$ cat src/rtl/dealer_player_port_if.sv
// dealer_player_port_if: byte link between one dealer seat and its player
interface dealer_player_port_if;
  logic [7:0] pl_data;
  logic       pl_cash_or_card;
  logic       pl_ack;
  logic [7:0] pl_data_in;
  logic       pl_ackin;
  logic       pl_fold;
  modport master (output pl_data, pl_cash_or_card, pl_ack, input pl_data_in, pl_ackin, pl_fold);
  modport slave (input pl_data, pl_cash_or_card, pl_ack, output pl_data_in, pl_ackin, pl_fold);
endinterface

$ cat src/rtl/dealer_player_port.sv
// dealer_player_port: dealer-side seat endpoint that deals, takes the bet, serves swaps and audits the hand
module dealer_player_port #(
  parameter int TIMEOUT = 255,
  parameter int TW = 8
) (
  input  logic        clock,
  input  logic        reset,
  input  logic        start,
  input  logic        game_over,
  input  logic [7:0]  chip_amount,
  output logic        card_req,
  input  logic        card_valid,
  input  logic [5:0]  card_data,
  dealer_player_port_if.master pl,
  output logic [7:0]  bet,
  output logic [2:0]  swap_count,
  output logic [29:0] hand,
  output logic        hand_valid,
  output logic        cheat,
  output logic        folded,
  output logic        timed_out,
  output logic        done,
  output logic        busy
);
  typedef enum logic [3:0] {IDLE, FETCH, DEAL, BET, SWAPQ, IDXQ, SWAPCARD, COLLECT, FIN} state_t;
  state_t state_q, state_d;
  logic wait_q, wait_d, swapping_q, swapping_d;
  logic [2:0] k_q, k_d, rem_q, rem_d, swaps_q, swaps_d;
  logic [4:0][5:0] rec_q, rec_d;
  logic [7:0] chips_q, chips_d, bet_q, bet_d;
  logic [29:0] hand_q, hand_d;
  logic cheat_q, cheat_d, folded_q, folded_d, to_q, to_d;
  logic [TW-1:0] cnt_q, cnt_d;
  logic xact, resp, expire, hit;
  logic [2:0] req;
  assign xact = state_q inside {DEAL, BET, SWAPQ, IDXQ, SWAPCARD, COLLECT};
  assign resp = xact && wait_q && pl.pl_ackin;
  assign expire = xact && wait_q && !pl.pl_ackin && cnt_q == TW'(TIMEOUT - 1);
  assign req = pl.pl_data_in[2:0] > 3'd4 ? 3'd4 : pl.pl_data_in[2:0];
  assign card_req = state_q == FETCH && !game_over;
  assign pl.pl_ack = xact && !wait_q && !game_over;
  assign pl.pl_cash_or_card = state_q inside {BET, SWAPQ, COLLECT};
  assign pl.pl_data = (state_q == DEAL || state_q == SWAPCARD) ? {2'b00, rec_q[k_q]} : state_q == BET ? chips_q : 8'h00;
  assign done = state_q == FIN && !game_over;
  assign hand_valid = done && !folded_q;
  assign busy = state_q != IDLE;
  assign bet = bet_q;
  assign swap_count = swaps_q;
  assign hand = hand_q;
  assign cheat = cheat_q;
  assign folded = folded_q;
  assign timed_out = to_q;
  // returned card is legitimate if it matches any slot of the dealer record
  always_comb begin
    hit = 1'b0;
    for (int i = 0; i < 5; i++) hit = hit | (rec_q[i] == pl.pl_data_in[5:0]);
  end
  // next-state: abort beats fold beats timeout beats normal sequencing
  always_comb begin
    state_d = state_q;
    wait_d = wait_q;
    swapping_d = swapping_q;
    k_d = k_q;
    rem_d = rem_q;
    swaps_d = swaps_q;
    rec_d = rec_q;
    chips_d = chips_q;
    bet_d = bet_q;
    hand_d = hand_q;
    cheat_d = cheat_q;
    folded_d = folded_q;
    to_d = to_q;
    cnt_d = cnt_q;
    if (game_over) begin
      state_d = IDLE;
      wait_d = 1'b0;
    end else if (resp && pl.pl_fold) begin
      folded_d = 1'b1;
      state_d = FIN;
      wait_d = 1'b0;
    end else if (expire) begin
      folded_d = 1'b1;
      to_d = 1'b1;
      state_d = FIN;
      wait_d = 1'b0;
    end else begin
      if (xact && !wait_q) begin
        wait_d = 1'b1;
        cnt_d = '0;
      end else if (xact) cnt_d = cnt_q + 1'b1;
      if (resp) wait_d = 1'b0;
      case (state_q)
        IDLE: if (start) begin
          state_d = FETCH;
          {swapping_d, k_d, rem_d, swaps_d, rec_d, bet_d, hand_d, cheat_d, folded_d, to_d} = '0;
          chips_d = chip_amount;
        end
        FETCH: if (card_valid) begin
          rec_d[k_q] = card_data;
          state_d = swapping_q ? SWAPCARD : DEAL;
        end
        DEAL: if (resp) begin
          k_d = k_q + 3'd1;
          state_d = k_q == 3'd4 ? BET : FETCH;
        end
        BET: if (resp) begin
          bet_d = pl.pl_data_in < chips_q ? pl.pl_data_in : chips_q;
          state_d = SWAPQ;
        end
        SWAPQ: if (resp) begin
          rem_d = req;
          swapping_d = 1'b1;
          k_d = 3'd0;
          state_d = req == 3'd0 ? COLLECT : IDXQ;
        end
        IDXQ: if (resp) begin
          k_d = req;
          state_d = FETCH;
        end
        SWAPCARD: if (resp) begin
          swaps_d = swaps_q + 3'd1;
          rem_d = rem_q - 3'd1;
          k_d = 3'd0;
          state_d = rem_q == 3'd1 ? COLLECT : IDXQ;
        end
        COLLECT: if (resp) begin
          hand_d = {hand_q[23:0], pl.pl_data_in[5:0]};
          cheat_d = cheat_q | !hit;
          k_d = k_q + 3'd1;
          state_d = k_q == 3'd4 ? FIN : COLLECT;
        end
        FIN: state_d = IDLE;
        default: state_d = IDLE;
      endcase
    end
  end
  // round state and FSM register
  always_ff @(posedge clock or negedge reset) begin
    if (!reset) begin
      state_q <= IDLE;
      {wait_q, swapping_q, k_q, rem_q, swaps_q, rec_q, chips_q, bet_q} <= '0;
      {hand_q, cheat_q, folded_q, to_q, cnt_q} <= '0;
    end else begin
      state_q <= state_d;
      {wait_q, swapping_q, k_q, rem_q, swaps_q, rec_q, chips_q, bet_q} <= {wait_d, swapping_d, k_d, rem_d, swaps_d, rec_d, chips_d, bet_d};
      {hand_q, cheat_q, folded_q, to_q, cnt_q} <= {hand_d, cheat_d, folded_d, to_d, cnt_d};
    end
  end
endmodule
$ cat src/flat_wrapper.sv
// flat-port wrapper written by rule: the top's interface ports become plain ports
module dealer_player_port_flat 
#(
  parameter int TIMEOUT = 255,
  parameter int TW = 8
)
  (clock, reset, start, game_over, chip_amount, card_req, card_valid, card_data, bet, swap_count, hand, hand_valid, cheat, folded, timed_out, done, busy, pl_pl_data, pl_pl_cash_or_card, pl_pl_ack, pl_pl_data_in, pl_pl_ackin, pl_pl_fold);
  dealer_player_port_if pl_i ();
  input  logic clock;
  input  logic reset;
  input  logic start;
  input  logic game_over;
  input  logic [7:0] chip_amount;
  output logic card_req;
  input  logic card_valid;
  input  logic [5:0] card_data;
  output logic [7:0] bet;
  output logic [2:0] swap_count;
  output logic [29:0] hand;
  output logic hand_valid;
  output logic cheat;
  output logic folded;
  output logic timed_out;
  output logic done;
  output logic busy;
  output wire logic [$bits(pl_i.pl_data)-1:0] pl_pl_data;
  output wire logic [$bits(pl_i.pl_cash_or_card)-1:0] pl_pl_cash_or_card;
  output wire logic [$bits(pl_i.pl_ack)-1:0] pl_pl_ack;
  input wire logic [$bits(pl_i.pl_data_in)-1:0] pl_pl_data_in;
  input wire logic [$bits(pl_i.pl_ackin)-1:0] pl_pl_ackin;
  input wire logic [$bits(pl_i.pl_fold)-1:0] pl_pl_fold;
  assign pl_pl_data = pl_i.pl_data;
  assign pl_pl_cash_or_card = pl_i.pl_cash_or_card;
  assign pl_pl_ack = pl_i.pl_ack;
  assign pl_i.pl_data_in = pl_pl_data_in;
  assign pl_i.pl_ackin = pl_pl_ackin;
  assign pl_i.pl_fold = pl_pl_fold;
  dealer_player_port #(.TIMEOUT(TIMEOUT), .TW(TW)) u_core (.clock(clock), .reset(reset), .start(start), .game_over(game_over), .chip_amount(chip_amount), .card_req(card_req), .card_valid(card_valid), .card_data(card_data), .pl(pl_i), .bet(bet), .swap_count(swap_count), .hand(hand), .hand_valid(hand_valid), .cheat(cheat), .folded(folded), .timed_out(timed_out), .done(done), .busy(busy));
endmodule
$ cat config.mk
export PLATFORM = sky130hd
export DESIGN_NAME = dealer_player_port_flat
export DESIGN_NICKNAME = d
export VERILOG_FILES = /design/src/rtl/dealer_player_port_if.sv /design/src/rtl/dealer_player_port.sv /design/src/flat_wrapper.sv
export SDC_FILE = /design/constraint.sdc
export NUM_CORES = 1
export LEC_CHECK = 0
export BUFFER_PORTS_ARGS = -buffer_cell sky130_fd_sc_hd__buf_2
export CAP_MARGIN = 20
export CELL_PAD_IN_SITES_DETAIL_PLACEMENT = 1
export CELL_PAD_IN_SITES_GLOBAL_PLACEMENT = 1
export CORE_ASPECT_RATIO = 0.75
export CORE_MARGIN = 5
export CORE_UTILIZATION = 25
export CTS_CLUSTER_SIZE = 16
export DETAILED_ROUTE_END_ITERATION = 16
export PLACE_DENSITY = 0.62
export SYNTH_ARGS = -nofsm -noshare
export SYNTH_HDL_FRONTEND = slang
export SYNTH_SLANG_ARGS = --single-unit
$ cat constraint.sdc
create_clock -name clock -period 3.8 [get_ports clock]
set_input_delay 0.76 -clock clock [delete_from_list [all_inputs] [get_ports clock]]
set_output_delay 0.76 -clock clock [all_outputs]
set_load 0.02 [all_outputs]
**Word level (Yosys, flattened, before mapping)**

Cells that the tools add are included.

- Add/subtract/negate cells: 4
- Magnitude comparators: 4
- Equality and inequality tests: 33
- Mux-type cells: 58
- Bitwise operators: 8
- Reductions and logical operators: 49

Operators by type and width:

| cell | number |
|---|---|
| $pmux W30 S2 | 2 |
| $mux W30 | 3 |
| $mux W8 | 7 |
| $mux W4 | 12 |
| $ne A5 B3 Y1 const B | 7 |
| $pmux W4 S8 | 1 |
| $bwmux W30 | 1 |
| $eq A6 B6 Y1 | 5 |
| $reduce_and A6 Y1 | 5 |
| $mux W3 | 8 |
| $bmux W6 S3 | 1 |
| $demux W6 S3 | 1 |
| $eq A4 B3 Y1 const B | 4 |
| $pmux W8 S2 | 1 |
| $reduce_and A8 Y1 | 2 |
| $reduce_bool A2 Y1 | 8 |
| $ne A2 B1 Y1 const B | 7 |
| $mux W6 | 2 |
| $pmux W3 S4 | 1 |
| $reduce_bool A3 Y1 | 4 |
| $logic_and A1 B1 Y1 | 11 |
| $mux W1 | 11 |
| $pmux W3 S3 | 1 |
| $add A8 B1 Y8 const B | 1 |
| other kinds (31) | 50 |

- Register bits: 102
- Output and inout bits: 58

**Longest topological paths before layout**

Gate-level depths: netlist (run 1).

- Word-level depth: 9
- Gate-level depth with buffers: 11
- Mapped depth without buffers: 8

**Worst setup path before layout (run 1)**

OpenSTA, ideal clock, no wires.

- Path kind: input -> output
- Start: input game_over
- End: output hand_valid
- Data arrival time: 2,223 ps
- Slack: 817 ps
- Cell stages on the path: 3
- Path through: clkbuf_1 nor4b_1 nor2b_1

- Cells in the longest elaborated chain, start to end: 3

RTL lines:

| item | line | RTL |
|---|---|---|
| start: declaration | flat_wrapper.sv:12 | `input logic game_over;` |
| $logic_not A1 Y1 | dealer_player_port.sv:44 | `assign done = state_q == FIN && !game_over;` |
| $logic_and A1 B1 Y1 | dealer_player_port.sv:44 |  |
| net done | flat_wrapper.sv:24 | `output logic done;` |
| $logic_and A1 B1 Y1 | dealer_player_port.sv:45 | `assign hand_valid = done && !folded_q;` |
| end: declaration | flat_wrapper.sv:20 | `output logic hand_valid;` |

The timed path passes the listed nets, and every way through them passes these cells.

**Worst setup path in the final report (run 1)**

- Start: register u_core.k_q[0]
- End: output pl_pl_data[5]

- Cells in the longest elaborated chain, start to end: 3

RTL lines:

| item | line | RTL |
|---|---|---|
| start: declaration | dealer_player_port.sv:28 | `logic [2:0] k_q, k_d, rem_q, rem_d, swaps_q, swaps_d;` |
| start signal: assignment | dealer_player_port.sv:145 | `{wait_q, swapping_q, k_q, rem_q, swaps_q, rec_q, chips_q, bet_q} <= {wait_d, swapping_d, k_d, rem_d, swaps_d, ...` |
| $bmux W6 S3 | dealer_player_port.sv:43 | `assign pl.pl_data = (state_q == DEAL \|\| state_q == SWAPCARD) ? {2'b00, rec_q[k_q]} : state_q == BET ? chips_q ...` |
| $mux W6 (implied by the code) | dealer_player_port.sv:43 |  |
| $mux W8 | dealer_player_port.sv:43 |  |
| end: declaration | flat_wrapper.sv:26 | `output wire logic [$bits(pl_i.pl_data)-1:0] pl_pl_data;` |

No other way between the ends. The select of a mux whose other input is x is not followed.

==> key figures, run 1 <==
Worst setup path
  – Reg-to-reg startpoint: u_core.state_q[3]$_DFFE_PN0P_
  – Worst setup path startpoint: u_core.k_q[0]$_DFFE_PN0P_
  – Crit-path max FO: 19
  – Critical Path AT: 2.42 ns
  – Worst path required time: 3.04 ns
  – Startpoint types: register
  – CP Capture Type: output port
  – CP Class: register to output port
  – Flop-to-flop setup slack: 1.12 ns

Routing
  – Routed len/inst: 18.68 um
  – Final WL: 17,910 um
  – Detailed-route via count: 4,587
  – Vias per cell: 4.783
  – DRC viols: 0
  – DR iter-0 viols: 319
  – Drt first pass iters: 4
  – Remaining antenna violation count after routing: 0

Yosys
  – Post-synth top cells: dfrtp_1 (102), nand2_1 (93), o21ai_0 (53)
  – Post-synth EDFFs: 0
  – Sequential fraction of the synthesis area: 46.34%
  – Count leader, synth: dfrtp_1
  – Top post-synthesis cells by area: dfrtp_1 (46%), nand2_1 (6.3%), a22o_1 (5.1%), o21ai_0 (4.8%), xor2_1 (3.5%)
  – Synth Area per Inst: 9.367 um^2
  – Synth cell types: 54
  – #FFs+latches synth: 102
  – Cell Area, Synth: 0.005508 mm^2
  – Post-synth top area share: 46.34%
  – Syn_nets: 631
  – Predominant post-synthesis flop cell: dfrtp_1
  – Synth async-reset ratio: 100.0%
  – Ys Warns: 0
  – Mapped Cells: 588
  – Largest area contributor in the netlist: dfrtp_1

CTS
  – CTS tree: yes
  – Clock Tree Buf Depth: 2
  – Worst-path clk slew: 0.08 ns
  – Setup Buffers After CTS: 0
  – Htree depth: 3
  – Worst-skew pair later-pin latency: 0.36 ns
  – Num Clock Sinks: 102
  – TritonCTS Buffers: 9
  – CTS root buf: clkbuf_16
  – Post-cts gate resize count: 0
  – Hold_buf cts: 0

Pwr
  – Comb power frac: 36.2%
  – Switch share: 42.07%
  – Internal power: 2.355 mW
  – Power share of the clock group: 24.7%
  – P_leak: 3.058 nW
  – Maximum vdd drop: 294.8 uV
  – Power, Total: 4.065 mW
  – Pwr dens: 618.7 mW/mm^2
  – Switching pwr: 1.710 mW
  – Flop pwr share: 39.0%

STA
  – Least-Margin Pin Slew: 1.002 ns
  – Slew Viols, Final: 0
  – F_max: 0.3143 GHz
  – Worst slew margin: 32.93%
  – Fin crit share: 83.74%
  – Unrepaired setup endpoints after global routing: false
  – Min Tclk post-route: 3.182 ns
  – Setup TNS Final: 0 ns
  – Final setup violating endpoints: 0
  – Clock Skew: 0.01509 ns
  – Final hold viol count: 0

Die
  – Die W: 181.4 um
  – Row count: 47
  – Initial core utilization: 25.18%
  – IO Count: 87
  – Full die area: 0.02513 mm^2
  – Core box area: 0.02188 mm^2
  – Chip Height: 138.5 um

Placed design
  – Post-DP HPWL: 13,500 um
  – Placed Cells: 942
  – Port Buf Inserts: 86
  – Routability congestion estimate: 0.9001
  – DP Area: 0.006246 mm^2

Cells and area
  – Post-route cell area: 0.006570 mm^2
  – Area Growth Syn to Fin: 19.29%
  – Fill cells: 2,550
  – Layout cells sized above 1: 20.93%
  – Final net count: 702
  – Finished Layout Cells: 959

Min path
  – Hold Crit Class: input port to asynchronous set/reset pin

Global route
  – Number of global-route vias before repair: 4,779
  – Initial antenna violation count: 1
  – Global-route wire length before repair: 29,170 um
  – Tot GR Track Use: 14.63%
  – Largest net degree at the start of global routing: 61
  – GRT Residual Overflow: 0

Run status
  – Status: completed

Job
  – Max cap viols: 0
-- worst paths after layout --
path                                                endpoint  depth (start not counted)
worst max-delay path                           pl_pl_data[5]                          5
worst min-delay path               u_core.folded$_DFFE_PN0P_                          1
worst max register to register  u_core.rec_q[24]$_DFFE_PN0P_                          8
worst min register to register   u_core.hand[24]$_DFFE_PN0P_                          2
max in group asynchronous       u_core.rec_q[21]$_DFFE_PN0P_                          2
min in group clock               u_core.hand[24]$_DFFE_PN0P_                          2
-- logic make-up (layout without fill, tap and decap cells) --
| kind of cell | Yosys count | count (layout) | synth area share, % |
|---|---|---|---|
| flip-flops | 102 | 102 | 46.34 |
| other | 0 | 1 | 0 |
| buffers and inverters | 55 | 131 | 3.930 |
| AO/OA/AOI/OAI | 143 | 143 | 17.11 |
| multiplexers | 28 | 28 | 5.316 |
| AND/OR/NAND/NOR | 210 | 210 | 18.40 |
| adder cells (fa/ha/maj) | 14 | 14 | 3.180 |
| XOR/XNOR | 36 | 36 | 5.725 |
-- final cells by class --
type	instances	area [um^2]	area share [%]
Multi-Input combinational cell	431	2746	41.80
Sequential cell	102	2552	38.85
Timing Repair Buffer	96	508.0	7.732
Tap cell	294	367.9	5.599
Clock buffer	9	225.2	3.428
Clock inverter	7	96.34	1.466
Inverter	19	71.32	1.086
Antenna cell	1	2.502	0.03809
-- layout by cell type (no fill, tap or decap), types with 4 or more instances in the layout --
cell type | netlist | routed
inv_1 | 18 | 18
a21oi_1 | 21 | 21
nor3_1 | 11 | 11
nand2b_1 | 8 | 8
dfrtp_1 | 102 | 102
o21ai_0 | 53 | 53
a211oi_1 | 4 | 4
nor4_2 | 5 | 5
buf_4 | 2 | 11
and3_1 | 4 | 4
ha_1 | 14 | 14
or3_1 | 4 | 4
xor2_1 | 22 | 22
clkbuf_16 | 0 | 9
nor2b_1 | 4 | 4
o22ai_1 | 7 | 7
nor4_1 | 5 | 5
a22o_1 | 32 | 32
nand4_1 | 9 | 9
mux2_2 | 10 | 10
buf_2 | 2 | 85
nand3_1 | 15 | 14
mux2i_1 | 18 | 18
xnor2_1 | 14 | 14
nor2_1 | 37 | 36
nand2_1 | 93 | 93
-- critical path, cell delays in order (launching register included) --
cell	delay, ns
dfrtp_1	0.94
mux2_2	0.41
a221oi_1	0.30
o32a_1	0.18
nor2_1	0.05
buf_2	0.17
-- per-stage QoR --
step | setup slack, ns | hold WS [ns] | util, %
floorplan | 0.8170 | 0.4638 | -
global placement | 0.8506 | 0.4581 | 28.55
detailed placement | 0.7634 | 0.4709 | 28.55
CTS | 0.6047 | 0.4900 | 30.02
global route | 0.4573 | 0.5178 | 30.03
finish | 0.6178 | 0.4629 | 30.03
-- registers in the layout, indices dropped and copies added (netlist names) --
register,flops
u_core.hand,30
u_core.rec_q,30
u_core.bet,8
u_core.chips_q,8
u_core.cnt_q,8
u_core.state_q,4
u_core.k_q,3
u_core.rem_q,3
u_core.swap_count,3
u_core.cheat,1
u_core.folded,1
u_core.swapping_q,1
u_core.timed_out,1
u_core.wait_q,1
-- routing by layer --
metal,share of wire (%),track usage [%],up-vias
li1,-,-,2224
met3,4.6,3.041,9
met4,0.94,3.553,0
met2,43,20.82,71
met1,52,22.53,2283
met5,0,0,-
-- power groups by stage --
stage                     combinational [mW]  sequential (mW)  clock [mW]
after floorplan                         1.13             1.44           0
after CTS                               1.48             1.58        1.04
after detailed placement                1.47             1.60           0
after global placement                  1.46             1.60           0
final                                   1.47             1.59        1.00
after global routing                    1.64             1.63        1.08
Note: power is estimated with default switching activity, not from simulation.
==> run 2: changes to the inputs <==
--- a/config.mk
+++ b/config.mk
@@ -5,6 +5,7 @@
 export SDC_FILE = /design/constraint.sdc
 export NUM_CORES = 1
 export LEC_CHECK = 0
+export ABC_AREA = 1
 export BUFFER_PORTS_ARGS = -buffer_cell sky130_fd_sc_hd__buf_2
 export CAP_MARGIN = 20
 export CELL_PAD_IN_SITES_DETAIL_PLACEMENT = 1
@@ -14,7 +15,7 @@
 export CORE_UTILIZATION = 25
 export CTS_CLUSTER_SIZE = 16
 export DETAILED_ROUTE_END_ITERATION = 16
-export PLACE_DENSITY = 0.62
+export PLACE_DENSITY = 0.66
 export SYNTH_ARGS = -nofsm -noshare
 export SYNTH_HDL_FRONTEND = slang
 export SYNTH_SLANG_ARGS = --single-unit
==> constraint.sdc (replaced) <==
create_clock -name clock -period 2.8 [get_ports clock]
set_input_delay 0.56 -clock clock [delete_from_list [all_inputs] [get_ports clock]]
set_output_delay 0.56 -clock clock [all_outputs]
set_load 0.02 [all_outputs]
==> run 2 against run 1 <==
Via count rose by 24%. Sequential cell count unchanged. Clock skew up 0.00094 ns. Clock power up 38%. Critical path depth is 1 higher. Global-route usage rose by 1.0 points. Synthesized cell count up 39%. Critical path type unchanged. Critical endpoint unchanged. Largest cell class unchanged. Largest power group is now combinational cells. Highest routed layer unchanged.
==> key figures, run 2 <==
Global route
  – Number of global-route vias before repair: 5,740
  – Initial antenna violation count: 1
  – Global-route wire length before repair: 33,070 um
  – Tot GR Track Use: 15.63%
  – Largest net degree at the start of global routing: 48
  – GRT Residual Overflow: 0

Worst setup path
  – CP Class: register to output port
  – Crit-path max FO: 8
  – CP Capture Type: output port
  – Worst setup path startpoint: u_core.state_q[2]$_DFFE_PN0P_
  – Critical Path AT: 2.08 ns
  – Reg-to-reg startpoint: u_core.state_q[1]$_DFFE_PN0P_
  – Worst path required time: 2.24 ns
  – Startpoint types: register

Pwr
  – Comb power frac: 41.0%
  – Flop pwr share: 33.8%
  – Power share of the clock group: 25.3%
  – Maximum vdd drop: 336.4 uV
  – Switch share: 45.37%
  – Internal power: 2.985 mW
  – P_leak: 3.747 nW
  – Pwr dens: 784.3 mW/mm^2
  – Switching pwr: 2.479 mW

Yosys
  – Top post-synthesis cells by area: dfrtp_1 (44%), nand2_1 (21%), nand3_1 (7.8%), inv_1 (5.1%), nor2_1 (3.0%)
  – Largest area contributor in the netlist: dfrtp_1
  – Post-synth top cells: nand2_1 (328), dfrtp_1 (102), nand3_1 (91)
  – Syn_nets: 859
  – Mapped Cells: 816
  – Predominant post-synthesis flop cell: dfrtp_1
  – Post-synth EDFFs: 0
  – Synth async-reset ratio: 100.0%
  – Synth Area per Inst: 7.174 um^2
  – Synth cell types: 38
  – Sequential fraction of the synthesis area: 43.60%
  – Ys Warns: 0
  – Count leader, synth: nand2_1
  – Post-synth top area share: 43.60%
  – #FFs+latches synth: 102
  – Cell Area, Synth: 0.005854 mm^2

CTS
  – TritonCTS Buffers: 9
  – Clock Tree Buf Depth: 2
  – Num Clock Sinks: 102
  – CTS tree: yes
  – Htree depth: 3
  – Worst-path clk slew: 0.07 ns
  – CTS root buf: clkbuf_16
  – Worst-skew pair later-pin latency: 0.37 ns
  – Hold_buf cts: 0

Routing
  – DR iter-0 viols: 412
  – Routed len/inst: 17.20 um
  – DRC viols: 0
  – Vias per cell: 4.699
  – Remaining antenna violation count after routing: 0
  – Drt first pass iters: 5
  – Final WL: 20,840 um
  – Detailed-route via count: 5,690

STA
  – Slew Viols, Final: 0
  – Fin crit share: 94.26%
  – Final setup violating endpoints: 0
  – WHS: 0.1892 ns
  – Worst slew margin: 61.68%
  – Least-Margin Pin Slew: 0.5748 ns
  – Min Tclk post-route: 2.639 ns
  – Setup TNS Final: 0 ns
  – F_max: 0.3789 GHz
  – Final hold viol count: 0
  – Clock Skew: 0.01604 ns
  – Unrepaired setup endpoints after global routing: false

Cells and area
  – Most common cell after layout, fill and taps aside: nand2_1
  – Final net count: 948
  – Layout cells sized above 1: 15.49%
  – Area Growth Syn to Fin: 19.00%
  – Commonest non-fill, non-tap cells in the layout: nand2_1 (328), dfrtp_1 (102), nand3_1 (91)
  – Fill cells: 2,918

Die
  – Chip Height: 142.5 um
  – IO Count: 87
  – Initial core utilization: 25.39%
  – Die W: 186.7 um
  – Core box area: 0.02306 mm^2
  – Full die area: 0.02661 mm^2
  – Row count: 48

Placed design
  – Routability congestion estimate: 0.8766
  – Port Buf Inserts: 86
  – Post-DP HPWL: 15,900 um

Job
  – Max cap viols: 0

Min path
  – Hold Crit Class: input port to asynchronous set/reset pin

Run status
  – Status: completed
[run 2: changes by cell type after synthesis, sizes merged, moves of 10 or more]
cell	delta
a22o	-32
clkbuf	-22
inv	+65
mux2	-10
mux2i	-18
nand2	+240
nand3	+78
nor2	+16
xor2	-16
[run 2: cell families after synthesis]
logic type	Yosys count	share of synthesized area (%)
compound gates	82	7.993
fa+ha+maj	14	2.992
buf+inv	109	8.036
simple gates	498	35.73
xor+xnor	11	1.646
flops	102	43.60
[run 2: layout make-up]
cell class / count / area, um^2 / area share (%)
clock buffer: 9 / 225.2 / 3.233
inverter: 86 / 331.6 / 4.759
sequential: 102 / 2552 / 36.64
clock inverter: 7 / 90.09 / 1.293
tap: 300 / 375.4 / 5.388
antenna: 1 / 2.502 / 0.03592
multi-input combinational: 605 / 2831 / 40.64
timing repair buffer: 101 / 558.0 / 8.010
[run 2: worst max-delay path: stages, from the launching register on]
cell	delay, ns
dfrtp_1	0.47
nor2_2	0.25
inv_1	0.09
nor2_1	0.14
inv_1	0.18
o21ai_0	0.35
buf_2	0.24
[run 2: power groups by stage]
| stage | sequential [mW] | combinational, mW | clock (mW) |
|---|---|---|---|
| 3_5_place_dp | 1.87 | 2.22 | 0 |
| 2_1_floorplan | 1.81 | 1.59 | 0 |
| 5_1_grt | 1.87 | 2.51 | 1.48 |
| 6_report | 1.85 | 2.24 | 1.38 |
| 3_3_place_gp | 1.86 | 2.20 | 0 |
| 4_1_cts | 1.84 | 2.24 | 1.43 |
[run 2: metal layers]
metal / part of all wire [%] / global-route usage (%) / vias to the layer above
li1: - / - / 2780
met1: 51 / 22.86 / 2768
met2: 43 / 23.64 / 120
met3: 4.4 / 2.943 / 22
met4: 1.7 / 4.434 / 0
met5: 0 / 0 / -
[run 2: metrics by stage]
stage          cell area [um^2]  util (%)  total power, mW  setup slack [ns]  std cells
6_report                   6967     30.21            5.464            0.1606       1211
5_1_grt                    6967     30.21            5.857           0.06056       1211
4_1_cts                    6953     30.15            5.510           0.04822       1209
3_5_place_dp               6638     28.78            4.086            0.4823       1193
3_3_place_gp               6638     28.78            4.061            0.5544       1193
2_1_floorplan              5854         -            3.398            0.6171        816
[run 2: final timing paths]
kind,endpoint,slack (ns),cells past startpoint
max in group asynchronous,u_core.rem_q[2]$_DFFE_PN0P_,1.95,2
min reg2reg,u_core.hand[26]$_DFFE_PN0P_,0.48,2
min in group clock,u_core.chips_q[3]$_DFFE_PN0P_,0.41,3
max,pl_pl_data[5],0.16,6
min,u_core.cnt_q[3]$_DFFE_PN0P_,0.19,1
max reg2reg,u_core.rec_q[8]$_DFFE_PN0P_,0.60,10
[run 2: repair_timing]
item,4_1_cts,5_1_grt
setup endpoints to repair,0,3
setup buffers,0,1
gates resized for setup,0,1
